### config.mk
export PLATFORM = sky130hd
export DESIGN_NAME = hs_read_seq
export DESIGN_NICKNAME = d
export VERILOG_FILES = /design/src/rtl/hs_read_pkg.sv /design/src/rtl/hs_read_seq_sync.sv /design/src/rtl/hs_read_seq.sv
export SDC_FILE = /design/constraint.sdc
export NUM_CORES = 1
export LEC_CHECK = 0
export BUFFER_PORTS_ARGS = -buffer_cell sky130_fd_sc_hd__buf_2
export CAP_MARGIN = 20
export CORE_MARGIN = 3
export CORE_UTILIZATION = 50
export DETAILED_ROUTE_END_ITERATION = 8
export HOLD_SLACK_MARGIN = 0.12
export PLACE_DENSITY = 0.73
export RECOVER_POWER = 25
export SLEW_MARGIN = 10
export SYNTH_ARGS = -nofsm -noshare
export SYNTH_HDL_FRONTEND = slang
export SYNTH_SLANG_ARGS = --single-unit
### constraint.sdc
create_clock -name clk -period 1.55 [get_ports clk]
set_input_delay 0.2325 -clock clk [delete_from_list [all_inputs] [get_ports clk]]
set_output_delay 0.2325 -clock clk [all_outputs]
set_load 0.02 [all_outputs]
### src/rtl/hs_read_pkg.sv
// Shared types and width helpers for the multi-channel handshake read sequencer.
package hs_read_pkg;

    typedef enum logic [2:0] {
        IDLE,
        WAIT_1,
        WAIT_0,
        DONE,
        ERR
    } state_t;

    // Channel index width; a single channel still needs one bit.
    function automatic int ch_w(input int num_ch);
        return (num_ch > 1) ? $clog2(num_ch) : 1;
    endfunction

    // Word counter width; holds 0..words-1.
    function automatic int word_w(input int words);
        return (words > 1) ? $clog2(words) : 1;
    endfunction

    // Timeout counter width; holds 0..timeout (timeout 0 keeps a dummy bit).
    function automatic int tmo_w(input int timeout);
        return (timeout > 0) ? $clog2(timeout + 1) : 1;
    endfunction

endpackage

### src/rtl/hs_read_seq_sync.sv
// Multi-bit level synchroniser: STAGES flops per bit, cleared by reset.
module sync_bits #(
    parameter int WIDTH  = 1,
    parameter int STAGES = 2
) (
    input  logic             clk,
    input  logic             reset_n,
    input  logic [WIDTH-1:0] d,
    output logic [WIDTH-1:0] q
);

    logic [WIDTH-1:0] stage [STAGES];

    // Shift the asynchronous levels through the flop chain.
    always_ff @(posedge clk or negedge reset_n) begin
        if (!reset_n) begin
            // NOTE: every stage is reset so no stale handshake level survives reset.
            for (int i = 0; i < STAGES; i++) stage[i] <= '0;
        end else begin
            stage[0] <= d;
            for (int i = 1; i < STAGES; i++) stage[i] <= stage[i-1];
        end
    end

    assign q = stage[STAGES-1];

endmodule

### src/rtl/hs_read_seq.sv
// Handshake read sequencer: walks NUM_CH channels, WORDS reads each, waiting
// for each producer's ready level to rise (read strobe) and fall (next word).
module hs_read_seq
    import hs_read_pkg::*;
#(
    parameter int NUM_CH      = 2,
    parameter int WORDS       = 1,
    parameter int TIMEOUT     = 1023,
    parameter int SYNC_STAGES = 2,
    localparam int CH_W       = ch_w(NUM_CH)
) (
    input  logic              clk,
    input  logic              reset_n,
    input  logic              run,
    input  logic              abort,
    input  logic [NUM_CH-1:0] handshake,
    output logic [NUM_CH-1:0] read,
    output logic [CH_W-1:0]   ch_idx,
    output logic              busy,
    output logic              done,
    output logic              error
);

    localparam int WORD_W = word_w(WORDS);
    localparam int TMO_W  = tmo_w(TIMEOUT);

    localparam logic [CH_W-1:0]   LAST_CH   = CH_W'(NUM_CH - 1);
    localparam logic [WORD_W-1:0] LAST_WORD = WORD_W'(WORDS - 1);
    localparam logic [TMO_W-1:0]  TMO_LAST  = TMO_W'((TIMEOUT > 0) ? TIMEOUT - 1 : 0);
    localparam logic [NUM_CH-1:0] ONE_HOT0  = NUM_CH'(1);

    state_t             state;
    logic [CH_W-1:0]    ch;
    logic [WORD_W-1:0]  word;
    logic [TMO_W-1:0]   tcnt;
    logic [TMO_W-1:0]   tcnt_inc;
    logic [NUM_CH-1:0]  hs_s;
    logic               hs_cur;
    logic               tmo_hit;

    sync_bits #(
        .WIDTH  (NUM_CH),
        .STAGES (SYNC_STAGES)
    ) u_sync (
        .clk     (clk),
        .reset_n (reset_n),
        .d       (handshake),
        .q       (hs_s)
    );

    assign hs_cur   = hs_s[ch];
    // The cycle counted now is the TIMEOUT-th one spent in this wait phase.
    assign tmo_hit  = (TIMEOUT > 0) && (tcnt == TMO_LAST);
    assign tcnt_inc = (TIMEOUT > 0) ? tcnt + 1'b1 : '0;

    // Sequencer FSM with registered read strobe and counters.
    always_ff @(posedge clk or negedge reset_n) begin
        if (!reset_n) begin
            state <= IDLE;
            read  <= '0;
            ch    <= '0;
            word  <= '0;
            tcnt  <= '0;
        end else begin
            // NOTE: non-blocking throughout, and read defaults low so the strobe
            // is a single cycle whatever branch is taken below.
            read <= '0;
            case (state)
                IDLE: begin
                    if (run) begin
                        state <= WAIT_1;
                        ch    <= '0;
                        word  <= '0;
                        tcnt  <= '0;
                    end
                end
                WAIT_1: begin
                    if (abort) begin
                        state <= IDLE;
                        ch    <= '0;
                        word  <= '0;
                        tcnt  <= '0;
                    end else if (tmo_hit) begin
                        state <= ERR;
                        tcnt  <= '0;
                    end else if (hs_cur) begin
                        state <= WAIT_0;
                        read  <= ONE_HOT0 << ch;
                        tcnt  <= '0;
                    end else begin
                        tcnt  <= tcnt_inc;
                    end
                end
                WAIT_0: begin
                    if (abort) begin
                        state <= IDLE;
                        ch    <= '0;
                        word  <= '0;
                        tcnt  <= '0;
                    end else if (tmo_hit) begin
                        state <= ERR;
                        tcnt  <= '0;
                    end else if (!hs_cur) begin
                        tcnt <= '0;
                        if (word == LAST_WORD) begin
                            if (ch == LAST_CH) begin
                                state <= DONE;
                            end else begin
                                state <= WAIT_1;
                                ch    <= ch + 1'b1;
                                word  <= '0;
                            end
                        end else begin
                            state <= WAIT_1;
                            word  <= word + 1'b1;
                        end
                    end else begin
                        tcnt <= tcnt_inc;
                    end
                end
                DONE: begin
                    state <= IDLE;
                    ch    <= '0;
                    word  <= '0;
                    tcnt  <= '0;
                end
                ERR: begin
                    if (abort) begin
                        state <= IDLE;
                        ch    <= '0;
                        word  <= '0;
                        tcnt  <= '0;
                    end
                end
                default: state <= IDLE;
            endcase
        end
    end

    assign ch_idx = ch;
    assign busy   = (state != IDLE);
    assign done   = (state == DONE) && !abort;
    assign error  = (state == ERR);

endmodule

### After elaboration in Yosys (flattened, before gate mapping)

Index checks and enable logic that the tools add are counted.

* output and inout bits: 6
* logic and storage cells: 75
* flip-flop bits (word level): 21
* bits of input ports: 6

* muxes and demuxes: 39
* shifts and indexed selects: 1
* reductions and logical operators: 11
* eq/ne operators: 13
* add/subtract/negate cells: 3
* $lt $le $gt $ge: 1

Operators by type and width (number)
* $mux W10: 8
* $pmux W10 S5: 1
* $mux W3: 9
* $mux W1: 13
* $pmux W3 S4: 1
* $add A10 B1 Y10 const B: 1
* $eq A10 B10 Y1 const B: 1
* $mux W2: 5
* $ne A3 B3 Y1 const B: 3
* $ne A4 B4 Y1 const B: 2
* $pmux W1 S4: 2
* $eq A3 B2 Y1 const B: 2
* $reduce_and A6 Y1: 1
* $reduce_and A5 Y1: 1
* $reduce_bool A5 Y1: 1
* $ne A2 B2 Y1 const B: 2
* $reduce_and A4 Y1: 1
* $reduce_bool A4 Y1: 1
* $eq A3 B1 Y1 const B: 1
* $eq A3 B3 Y1 const B: 1
* $logic_not A3 Y1: 1
* $reduce_and A3 Y1: 1
* $reduce_bool A3 Y1: 1
* $add A1 B1 Y1 const B: 2
* 6 further kinds: 6

### Logic depth before layout (Yosys ltp)

* depth after elaboration: 7
* mapped depth: 7
* mapped depth without buffers: 6

### Cells and area by module

Synthesis repeated with hierarchy kept, for this count alone.

* cells, all modules: 112
* area, all modules: 1067.3 um^2

By module, submodules not included
* hs_read_seq: area an instance 952.2 um^2, times used 1, cells each 106, sequential area each 400.4 um^2
* sync_bits: area an instance 115.1 um^2, times used 1, cells each 6, sequential area each 100.1 um^2

### Least setup slack after synthesis

No wires, ideal clock.

* kind: reg-to-reg
* start point: reg ch, in the netlist ch_idx
* end point: reg tcnt[7]
* period minus slack after synthesis: 1653 ps
* slack: -103 ps
* required time: 1424 ps
* path buffers: 1
* stages on the path, launching flop included: 6
* arrival time: 1526 ps
* cell sequence: dfrtp_1 -> mux2i_1 -> mux2_2 -> buf_2 -> a32oi_1 -> o21ai_1

* cells in the longest elaborated chain, start to end: 6
* elaborated cells on any way between the ends: 9
* classes of those cells: 9 x mux

RTL lines
* start, declared: line hs_read_seq.sv:33 `logic [CH_W-1:0] ch;`
* start signal, assigned: line hs_read_seq.sv:110 `ch <= ch + 1'b1;`
* $mux W1 (implied by the code) (*) (2 in series): line hs_read_seq.sv:51 `assign hs_cur = hs_s[ch];`
* $mux W10 (on tied branches): line hs_read_seq.sv:103, hs_read_seq.sv:86
* $mux W10 (on tied branches): line hs_read_seq.sv:100, hs_read_seq.sv:83
* $mux W10 (on tied branches): line hs_read_seq.sv:95, hs_read_seq.sv:78
* $pmux W10 S5 (*): line hs_read_seq.sv:68 `case (state)`
* end signal, assigned: line hs_read_seq.sv:91 `tcnt <= tcnt_inc;`
* end signal, assigned: line hs_read_seq.sv:118 `tcnt <= tcnt_inc;`
* end, declared: line hs_read_seq.sv:35 `logic [TMO_W-1:0] tcnt;`

Mark *: on every way between the ends. The rest lies on a longest branch, timed or not. The select of a mux whose other input is x is not followed.
A chain may end at the register's enable or synchronous reset.

### Worst setup path after layout

* start point: reg state[0]
* end point: out busy

* cells in the longest elaborated chain, start to end: 1

RTL lines
* start, declared: line hs_read_seq.sv:32 `state_t state;`
* start signal, assigned: line hs_read_seq.sv:59 `state <= IDLE;`
* start signal, assigned: line hs_read_seq.sv:71 `state <= WAIT_1;`
* start signal, assigned: line hs_read_seq.sv:79 `state <= IDLE;`
* $reduce_bool A3 Y1: line hs_read_seq.sv:141 `assign busy = (state != IDLE);`
* end, declared: line hs_read_seq.sv:19 `output logic busy,`

No other way between the ends.

==> reports/results.md <==
### Floorplan
• DIE HEIGHT: 51.8 µm
• Die Wd: 51.8 µm
• area inside the core boundary: 0.00186 mm²
• Ports: 12
• Placement Rows: 15
• starting density of the core: 0.564
• area of the die: 0.00268 mm²

### Synth
• instance count of the mapped netlist: 109
• distinct cell type count of the synthesized netlist: 36
• fraction of the mapped netlist area in compound gates: 0.179
• cell accounting for the most synthesized area: dfrtp_1
• sequential share of the synthesized area: 0.478
• area share of the leading cell type in the synthesized netlist: 0.478
• Synth Area in XOR/XNOR: 0.00836
• main area contributors after synthesis: dfrtp_1 48%, nand3_1 4.8%, nand2_1 4.3%
• net count after synthesis: 117
• post-synthesis cell area: 0.00105 mm²
• number of flip-flops and latches in the synthesized netlist: 20
• share of cell area taken by muxes after synthesis: 0.0299
• synthesis warning total: 0
• Mapped Avg Cell Area: 9.61 µm²
• adder-cell area share of the yosys netlist: 0.0239
• fraction of the mapped netlist area in simple logic gates: 0.233
• largest family of logic cells by synthesized area: simple AND/OR/NAND/NOR gates

### Clock tree
• TritonCTS clock tree: built
• worst skew pair latency: 310 ps
• count of clock tree sinks: 20
• clock input transition at the sequential cells of the worst setup and hold paths: 130 ps
• number of buffers between clock root and the deepest sink: 2
• TritonCTS Buffers: 3
• root buffer selected by CTS: clkbuf_4
• deepest level of the CTS H-tree: 1

### Pwr
• worst supply voltage drop on vdd: 502 µV
• P_leak: 0.591 nW
• PD cells: 926 mW/mm²

### Worst setup path
• Max FO, Critical Path: 5
• arrival time reported for the critical path endpoint: 1350 ps
• WP data required: 1320 ps
• critical setup path kind: flop to output pin
• sort of element at the start of the critical path: flop
• Critical Path Sink Type: output pin

### Route
• number of nets still failing antenna checks after routing: 0
• number of remaining DRC errors: 0
• total wire length after detailed routing: 2.46 mm
• Routed wire per std cell: 15.0 µm
• Avg Vias per Cell: 5.89
• drt initial violations: 54
• number of vias after detailed routing: 966
• detailed-routing iteration count for the pre-antenna-repair pass: 4

### Cells and area
• number of antenna repair diodes: 0
• NumNets Final: 148
• area used by sequential logic in the layout: 505 µm²
• multi-input gate area in the final layout: 531 µm²
• Layout Cells excl Fill: 164
• share of cells above drive strength 1: 0.309
• number of fill cells in the layout: 129
• post-route cell area: 0.00135 mm²
• Layout area overhead: 29.2%

### Placed design
• Final HPWL DP: 1.65 mm
• placer's final routability congestion estimate: 0.814
• count of port buffers added during placement: 11
• cell count after placement: 155
• placed cell area: 0.00121 mm²

### Timing
• clock period minus final worst setup slack: 1590 ps
• RSZ-0062 raised after global routing: yes
• final setup violation count: 1
• number of hold-slack violations in the final timing report: 0
• actual slew at the worst max-slew pin: 1040 ps
• worst-case hold slack: 157 ps
• Final period util: 1.02
• Slew headroom: 0.308
• Setup Skew: 14.9 ps
• final worst setup slack: -36.2 ps
• number of slew-limit violations in the final report: 0
• top achievable clock speed: 0.630 GHz

### GRT
• pin count of the biggest net entering global routing: 21
• via count of the first global-routing pass: 932
• Tot GR Track Use: 0.212
• first-pass GRT wire length: 4.18 mm
• antenna violations before repair: 0
• total gr overflow: 0

### Job
• max capacitance violation total: 0

### Run status
• failing checks: setup timing
• status: finished, violations left

### Min path
• worst hold path class: input port to flop

worst paths after layout:
path                                  from     endpoint  slack (ps)  depth (start not counted)
hold / removal                       abort     state[2]         160                          2
setup / recovery                  state[0]         busy         -40                          2
min in group asynchronous          reset_n       ch_idx         610                          2
hold reg to reg            u_sync.stage[2]  u_sync.q[0]         370                          0
setup reg to reg                  state[0]      tcnt[2]          30                          5
max in group asynchronous          reset_n     state[2]         250                          2
logic make-up (layout without fill, tap and decap cells):
logic type | count (synthesis) | count (layout)
adder cells (fa/ha/maj) | 2 | 2
buffers and inverters | 10 | 40
AO/OA/AOI/OAI | 29 | 29
flip-flops | 20 | 20
AND/OR/NAND/NOR | 44 | 44
multiplexers | 3 | 3
XOR/XNOR | 1 | 1
cells in the final DEF (no fill, tap or decap), types with 3 or more instances in the layout:
cell            n
buf_4          14
nor4_1          3
nand3_1        10
o21ai_0         8
dlygate4sd3_1   3
nor2b_1         3
nand2_1        11
buf_2           8
o22ai_1         3
dfrtp_1        16
clkbuf_4        3
a21oi_1         3
a31oi_1         5
dfrtp_2         4
inv_1           7
sequential cells by signal (all words and copies together) (netlist names):
register and cells:
tcnt 10, state 3, read 2, u_sync.q 2
u_sync.stage 2, ch_idx 1
area by class of cell:
type,count,area share
clock inverter,1,0.0222
tap,25,0.0231
inverter,7,0.0194
sequential,20,0.374
clock buffer,3,0.0167
timing repair buffer,29,0.153
multi-input combinational,79,0.392
per-stage QoR:
stage	TNS, ps	total power [mW]	setup slack (ps)	utilization
2_1_floorplan	0	0.698	3.37	-
3_3_place_gp	0	0.768	25.7	0.651
3_5_place_dp	-63.5	0.774	-22.5	0.651
4_1_cts	0	1.23	3.71	0.712
5_1_grt	-508	1.31	-84.5	0.728
6_report	-36.2	1.25	-36.2	0.728
repair_timing:
item | 4_1_cts | 5_1_grt
endpoints found under the hold margin | 22 | 0
setup endpoints to repair | 12 | 13
setup buffers | 2 | 0
resized for setup | 8 | 8
pin swaps | 1 | 1
hold buffers | 3 | 0
Yosys cell counts (all sizes together):
master,n
nor3b,1
buf,3
o2111ai,2
a32oi,1
o31a,1
o22ai,4
and4b,1
nand3,10
and3,2
nand2,12
o21ai,9
ha,2
mux2,1
or3,2
a22oi,1
inv,7
nor2b,3
nor4b,1
a21oi,3
nand4,2
nor2,4
or3b,1
o31ai,1
nor4,3
a31oi,5
and4,1
xor2,1
nand2b,1
mux2i,2
o211ai,2
dfrtp,20
metal layers:
| metal | track usage | vias up | wire (µm) |
|---|---|---|---|
| li1 | - | 468 | - |
| met1 | 0.288 | 465 | 1140 |
| met2 | 0.339 | 31 | 1180 |
| met3 | 0.0372 | 2 | 123 |
| met4 | 0.0742 | 0 | 17 |
| met5 | 0 | - | 0 |
critical path, cell delays in order (launching register included):
cell and delay (ps):
dfrtp_2 480, or3_4 420, buf_6 140
where the power goes:
part | leakage, nW | total [mW] | switching (mW) | internal [mW]
Sequential | 0.261 | 0.565 | 0.0217 | 0.543
Clock | 0.0279 | 0.428 | 0.167 | 0.261
Combinational | 0.301 | 0.260 | 0.138 | 0.122
Total | 0.591 | 1.25 | 0.327 | 0.926
No activity file was read; power rests on OpenSTA's default activity.
